<file path="config.mk">
export PLATFORM = sky130hd
export DESIGN_NAME = fram_word_arbiter
export DESIGN_NICKNAME = d
export VERILOG_FILES = /design/src/rtl/fram_pkg.sv /design/src/rtl/fram_rr_arb2.sv /design/src/rtl/fram_word_arbiter.sv
export SDC_FILE = /design/constraint.sdc
export NUM_CORES = 1
export LEC_CHECK = 0
export CAP_MARGIN = 0
export CORE_ASPECT_RATIO = 1.75
export CORE_MARGIN = 1.5
export CORE_UTILIZATION = 44
export DETAILED_ROUTE_END_ITERATION = 10
export MAX_ROUTING_LAYER = met4
export PLACE_DENSITY = 0.86
export SYNTH_ARGS = -nofsm -noshare
export SYNTH_HDL_FRONTEND = slang
export SYNTH_SLANG_ARGS = --single-unit
</file>
<file path="constraint.sdc">
create_clock -name clk -period 2.3 [get_ports clk]
set_input_delay 0.345 -clock clk [delete_from_list [all_inputs] [get_ports clk]]
set_output_delay 0.345 -clock clk [all_outputs]
set_load 0.03 [all_outputs]
</file>
<file path="src/rtl/fram_pkg.sv">
// rtl/fram_pkg.sv - shared types and helpers for the FRAM word arbiter
package fram_pkg;

    typedef enum logic [1:0] {
        ST_IDLE  = 2'd0,
        ST_ISSUE = 2'd1,
        ST_WAIT  = 2'd2,
        ST_ACK   = 2'd3
    } state_t;

    localparam logic PORT_FETCH = 1'b0;
    localparam logic PORT_DATA  = 1'b1;
    localparam int   BYTES_PER_WORD = 4;

    // Lowest enabled byte index at or above 'from'; bit 2 set means none left.
    function automatic logic [2:0] next_byte(input logic [3:0] en, input logic [2:0] from);
        logic [2:0] r;
        r = 3'b100;
        for (int i = BYTES_PER_WORD - 1; i >= 0; i--) begin
            if (en[i] && (3'(i) >= from)) begin
                r = {1'b0, 2'(i)};
            end
        end
        return r;
    endfunction

endpackage

</file>
<file path="src/rtl/fram_rr_arb2.sv">
// rtl/fram_rr_arb2.sv - two-input round-robin arbiter, fetch vs data
import fram_pkg::*;

module fram_rr_arb2 (
    input  logic clk,
    input  logic rst_n,
    input  logic req_fetch,
    input  logic req_data,
    input  logic grant_en,
    output logic grant_valid,
    output logic grant_port
);

    logic last_grant;

    always_comb begin
        grant_valid = req_fetch | req_data;
        if (req_fetch && req_data) begin
            grant_port = ~last_grant;
        end else begin
            grant_port = req_data ? PORT_DATA : PORT_FETCH;
        end
    end

    // Resetting to DATA hands the very first tie to FETCH.
    always_ff @(posedge clk or negedge rst_n) begin
        if (!rst_n) begin
            last_grant <= PORT_DATA;
        end else if (grant_en && grant_valid) begin
            last_grant <= grant_port;
        end
    end

endmodule

</file>
<file path="src/rtl/fram_word_arbiter.sv">
// rtl/fram_word_arbiter.sv - splits 32-bit fetch/data accesses into SPI FRAM byte transactions
import fram_pkg::*;

module fram_word_arbiter #(
    parameter int ADDR_WIDTH = 16
) (
    input  logic                  clk,
    input  logic                  rst_n,
    input  logic                  i_req,
    input  logic [ADDR_WIDTH-1:0] i_addr,
    output logic [31:0]           i_rdata,
    output logic                  i_ack,
    input  logic                  d_req,
    input  logic                  d_we,
    input  logic [ADDR_WIDTH-1:0] d_addr,
    input  logic [31:0]           d_wdata,
    input  logic [3:0]            d_be,
    output logic [31:0]           d_rdata,
    output logic                  d_ack,
    output logic [ADDR_WIDTH-1:0] mem_addr,
    output logic [7:0]            mem_wdata,
    output logic                  mem_re,
    output logic                  mem_we,
    input  logic [7:0]            mem_rdata,
    input  logic                  mem_busy,
    input  logic                  mem_done
);

    state_t                state, state_nxt;
    logic [1:0]            k;
    logic                  port_q;
    logic                  we_q;
    logic [ADDR_WIDTH-1:0] base_q;
    logic [31:0]           wdata_q;
    logic [31:0]           word_q;
    logic [3:0]            be_q;

    logic                  grant_en;
    logic                  grant_valid;
    logic                  grant_port;
    logic                  grant_we;
    logic [3:0]            grant_be;
    logic [2:0]            first_sel;
    logic [2:0]            next_sel;
    logic [3:0]            en_cur;
    logic                  unused_addr_lsbs;

    assign unused_addr_lsbs = ^{i_addr[1:0], d_addr[1:0]};

    assign grant_en = (state == ST_IDLE);

    fram_rr_arb2 u_arb (
        .clk         (clk),
        .rst_n       (rst_n),
        .req_fetch   (i_req),
        .req_data    (d_req),
        .grant_en    (grant_en),
        .grant_valid (grant_valid),
        .grant_port  (grant_port)
    );

    // Reads always move all four bytes; only writes honour the byte enables.
    assign grant_we  = (grant_port == PORT_DATA) && d_we;
    assign grant_be  = grant_we ? d_be : 4'hF;
    assign first_sel = next_byte(grant_be, 3'd0);
    assign en_cur    = we_q ? be_q : 4'hF;
    assign next_sel  = next_byte(en_cur, {1'b0, k} + 3'd1);

    always_ff @(posedge clk or negedge rst_n) begin
        if (!rst_n) begin
            state <= ST_IDLE;
        end else begin
            state <= state_nxt;
        end
    end

    always_comb begin
        state_nxt = state;
        case (state)
            ST_IDLE:  if (grant_valid) state_nxt = first_sel[2] ? ST_ACK : ST_ISSUE;
            ST_ISSUE: if (!mem_busy) state_nxt = ST_WAIT;
            ST_WAIT:  if (mem_done) state_nxt = next_sel[2] ? ST_ACK : ST_ISSUE;
            ST_ACK:   state_nxt = ST_IDLE;
            default:  state_nxt = ST_IDLE;
        endcase
    end

    always_comb begin
        mem_addr  = base_q + {{(ADDR_WIDTH-2){1'b0}}, k};
        mem_wdata = wdata_q[{k, 3'b000} +: 8];
        mem_re    = (state == ST_ISSUE) && !mem_busy && !we_q;
        mem_we    = (state == ST_ISSUE) && !mem_busy && we_q;
        i_ack     = (state == ST_ACK) && (port_q == PORT_FETCH);
        d_ack     = (state == ST_ACK) && (port_q == PORT_DATA);
    end

    assign i_rdata = word_q;
    assign d_rdata = word_q;

    always_ff @(posedge clk or negedge rst_n) begin
        if (!rst_n) begin
            k       <= 2'd0;
            port_q  <= PORT_FETCH;
            we_q    <= 1'b0;
            base_q  <= '0;
            wdata_q <= '0;
            be_q    <= 4'h0;
            word_q  <= '0;
        end else begin
            case (state)
                ST_IDLE: begin
                    if (grant_valid) begin
                        port_q  <= grant_port;
                        base_q  <= {(grant_port == PORT_DATA) ? d_addr[ADDR_WIDTH-1:2]
                                                              : i_addr[ADDR_WIDTH-1:2], 2'b00};
                        we_q    <= grant_we;
                        wdata_q <= (grant_port == PORT_DATA) ? d_wdata : 32'h0;
                        be_q    <= grant_be;
                        k       <= first_sel[1:0];
                    end
                end
                ST_WAIT: begin
                    if (mem_done) begin
                        if (!we_q) begin
                            word_q[{k, 3'b000} +: 8] <= mem_rdata;
                        end
                        if (!next_sel[2]) begin
                            k <= next_sel[1:0];
                        end
                    end
                end
                default: begin
                end
            endcase
        end
    end

endmodule

</file>
==> out/metrics.yaml <==
clock_tree:
  cts.root.buffer_cell: "clkbuf_16"
  clk_latency_ps: 340
  clockBufferDepth: 2
  clkSinkCount: 89
  path_clk_slew_ps: 60
  cts_tree: "done"
  htree_levels: 3
  cts_buffers: 9
synthesis:
  synth_top_flop_cell: "dfrtp_1"
  synthTopCellsByArea: "dfrtp_1 51%, nand2_1 7.4%, a22o_1 6.5%"
  synth_nets: 481
  yosys_warnings: 0
  synth_top_cell_by_area: "dfrtp_1"
  yosysUniqueCellTypes: 47
  synth_edf_count: 0
  ys_ff_latch: 89
  avgSynthCellArea_um2: 11.0
  synth_top_cell_area_share_pct: 50.9
  syn_inst: 392
  syn_area_um2: 4330
  yosysSeqAreaShare_pct: 51.5
  ys_async_sr_fraction_pct: 100
routing:
  firstDrtPassIters: 4
  dr_total_vias: 3486
  post-route-drc-count: 0
  wirelength_um: 10900
  ant_nets: 0
  drtIter0Drc: 151
  wl_per_cell_um: 16.6
  vias_per_cell: 5.27
pwr:
  ir_drop_uv: 671
  p_leak_nw: 2.68
  power_density_nw_per_um2: 1190
global_route:
  antenna_found_initial: 0
  grt_pass1_vias: 3601
  grt.total_usage_pct: 22.5
  grt_first_pass_wirelength_um: 17600
  grt_max_degree: 50
  overflow: 0
timing:
  skew_ps: 4.56
  worst_pin_slew_ps: 529
  slew_violations: 0
  rsz0062_at_grt: "no"
  fmax_mhz: 467
  fin_crit_sh_pct: 93.0
  relSlewSlack_pct: 64.7
  layout_setup_ws_ps: 160
  setup_viol: 0
  setup_tns_ps: 0
  finalHoldViolCount: 0
  fin_crit_ps: 2140
min_path:
  hp-start: "base_q[9]"
  hold_path_class: "reg -> reg"
setup_path:
  endpoint_kind: "output pin"
  rr_worst_depth: 7
  required_ps: 1960
  reg2reg_slack_ps: 170
  timing.rr.end: "k[1]"
  worstSetupEndpoint: "mem_wdata[2]"
  cp.arrival_ps: 1800
  path_class: "reg -> out"
  path_max_fanout: 8
  crit_path_start: "k[0]"
  cp-start-kind: "flip-flop"
  worstReg2RegStart: "k[0]"
flow_run:
  cap_viol_max_count: 0
floorplan:
  core_area_um2: 9530
  num_io_pins: 175
  initial_core_util_pct: 45.5
  die_width_um: 78.0
  dieArea_um2: 10500
  dieHeight_um: 134
  placementRows: 47
layout:
  fillers: 776
  final_nets: 623
  final_cell_mix: "158 x clkdlybuf4s50_1, 88 x dfrtp_1, 85 x nand2_1"
  final_common_cell: "clkdlybuf4s50_1"
  area_delta_synth_final_pct: 42.8
  antenna_cells: 0
  drive_gt1_share_pct: 11.9
place:
  hpwl_um: 8390
  io_buffers: 170
  pre_cts_slack_ps: 123
  routabilityCongestion: 0.839
status:
  run_status: "completed"
[repair_timing]
item                                    CTS  global route
endpoints found under the hold margin    26             0
hold buffers                              1             0
gates resized for setup                  10             1
endpoints found under the setup margin   10             1
gates cloned                              0             0
buffers inserted                          0             0
[state kept, by name (all words and copies together) (netlist names)]
name and count:
base_q 14, wdata_q 32, d_rdata 32, port_q 1, u_arb.last_grant 1, we_q 1
state 2, be_q 4, k 2
[power breakdown]
part           internal [mW]  switching, mW  total [mW]
Combinational           1.53           1.96        3.49
Clock                  0.739          0.626        1.36
Sequential              2.13          0.384        2.52
Total                   4.41           2.97        7.37
[metal layers]
layer  track usage, %  part of all wire [%]  up-vias
li1                 -                     -     1626
met1             23.3                    36     1633
met2             39.1                    53      183
met3             3.88                   5.5       44
met4             13.8                   5.3        0
met5                -                     0        -
[layout make-up]
class | instances | area, um2 | area share [%]
Timing Repair Buffer | 183 | 1830 | 29.5
Clock inverter | 7 | 53.8 | 0.870
Clock buffer | 9 | 225 | 3.64
Sequential cell | 89 | 2230 | 36.0
Multi-Input combinational cell | 245 | 1680 | 27.1
Inverter | 6 | 22.5 | 0.364
Tap cell | 122 | 153 | 2.47
[cells in the mapped netlist, types with 2 or more instances]
library cell	n
o21ai_1	25
nor4_1	2
o21ai_2	8
nand2_1	85
buf_6	9
nor3b_2	2
dfrtp_1	88
mux4_2	8
a22o_1	32
mux2i_1	15
o21ai_0	19
buf_2	4
buf_4	37
inv_1	6
a21o_1	2
ha_1	6
nor3_1	3
nor2_1	8
nand2_4	4
nor2b_1	2
[through the flow]
stage / instances / utilization, % / hold WS (ps) / power, mW / instance area, um2
floorplan: 392 / - / 49.4 / 4.87 / 4330
global placement: 644 / 62.0 / 348 / 5.96 / 5910
detailed placement: 644 / 62.0 / 358 / 6.12 / 5910
CTS: 661 / 64.9 / 487 / 7.43 / 6180
global route: 661 / 64.9 / 508 / 7.79 / 6190
finish: 661 / 64.9 / 483 / 7.37 / 6190
[kinds of logic (layout without fill, tap and decap cells)]
group	count (synthesis)	after routing	synth area share, %
flip-flops	89	89	51.5
adder cells (fa/ha/maj)	6	6	1.73
AND/OR/NAND/NOR	116	116	12.7
multiplexers	25	25	8.23
AO/OA/AOI/OAI	98	98	15.9
buffers and inverters	58	205	9.94
[worst max-delay path: stages, from the launching register on]
cell and delay (ps):
dfrtp_1 390, buf_12 160, mux4_2 530, dlygate4sd2_1 380
[how the worst min path moves through the flow]
stage,end,depth (start not counted)
2_1_floorplan,base_q[10],0
3_3_place_gp,d_rdata[6],1
3_5_place_dp,d_rdata[6],1
4_1_cts,base_q[9],2
5_1_grt,base_q[4],2
6_report,base_q[9],2
(Power assumes the default switching activity.)
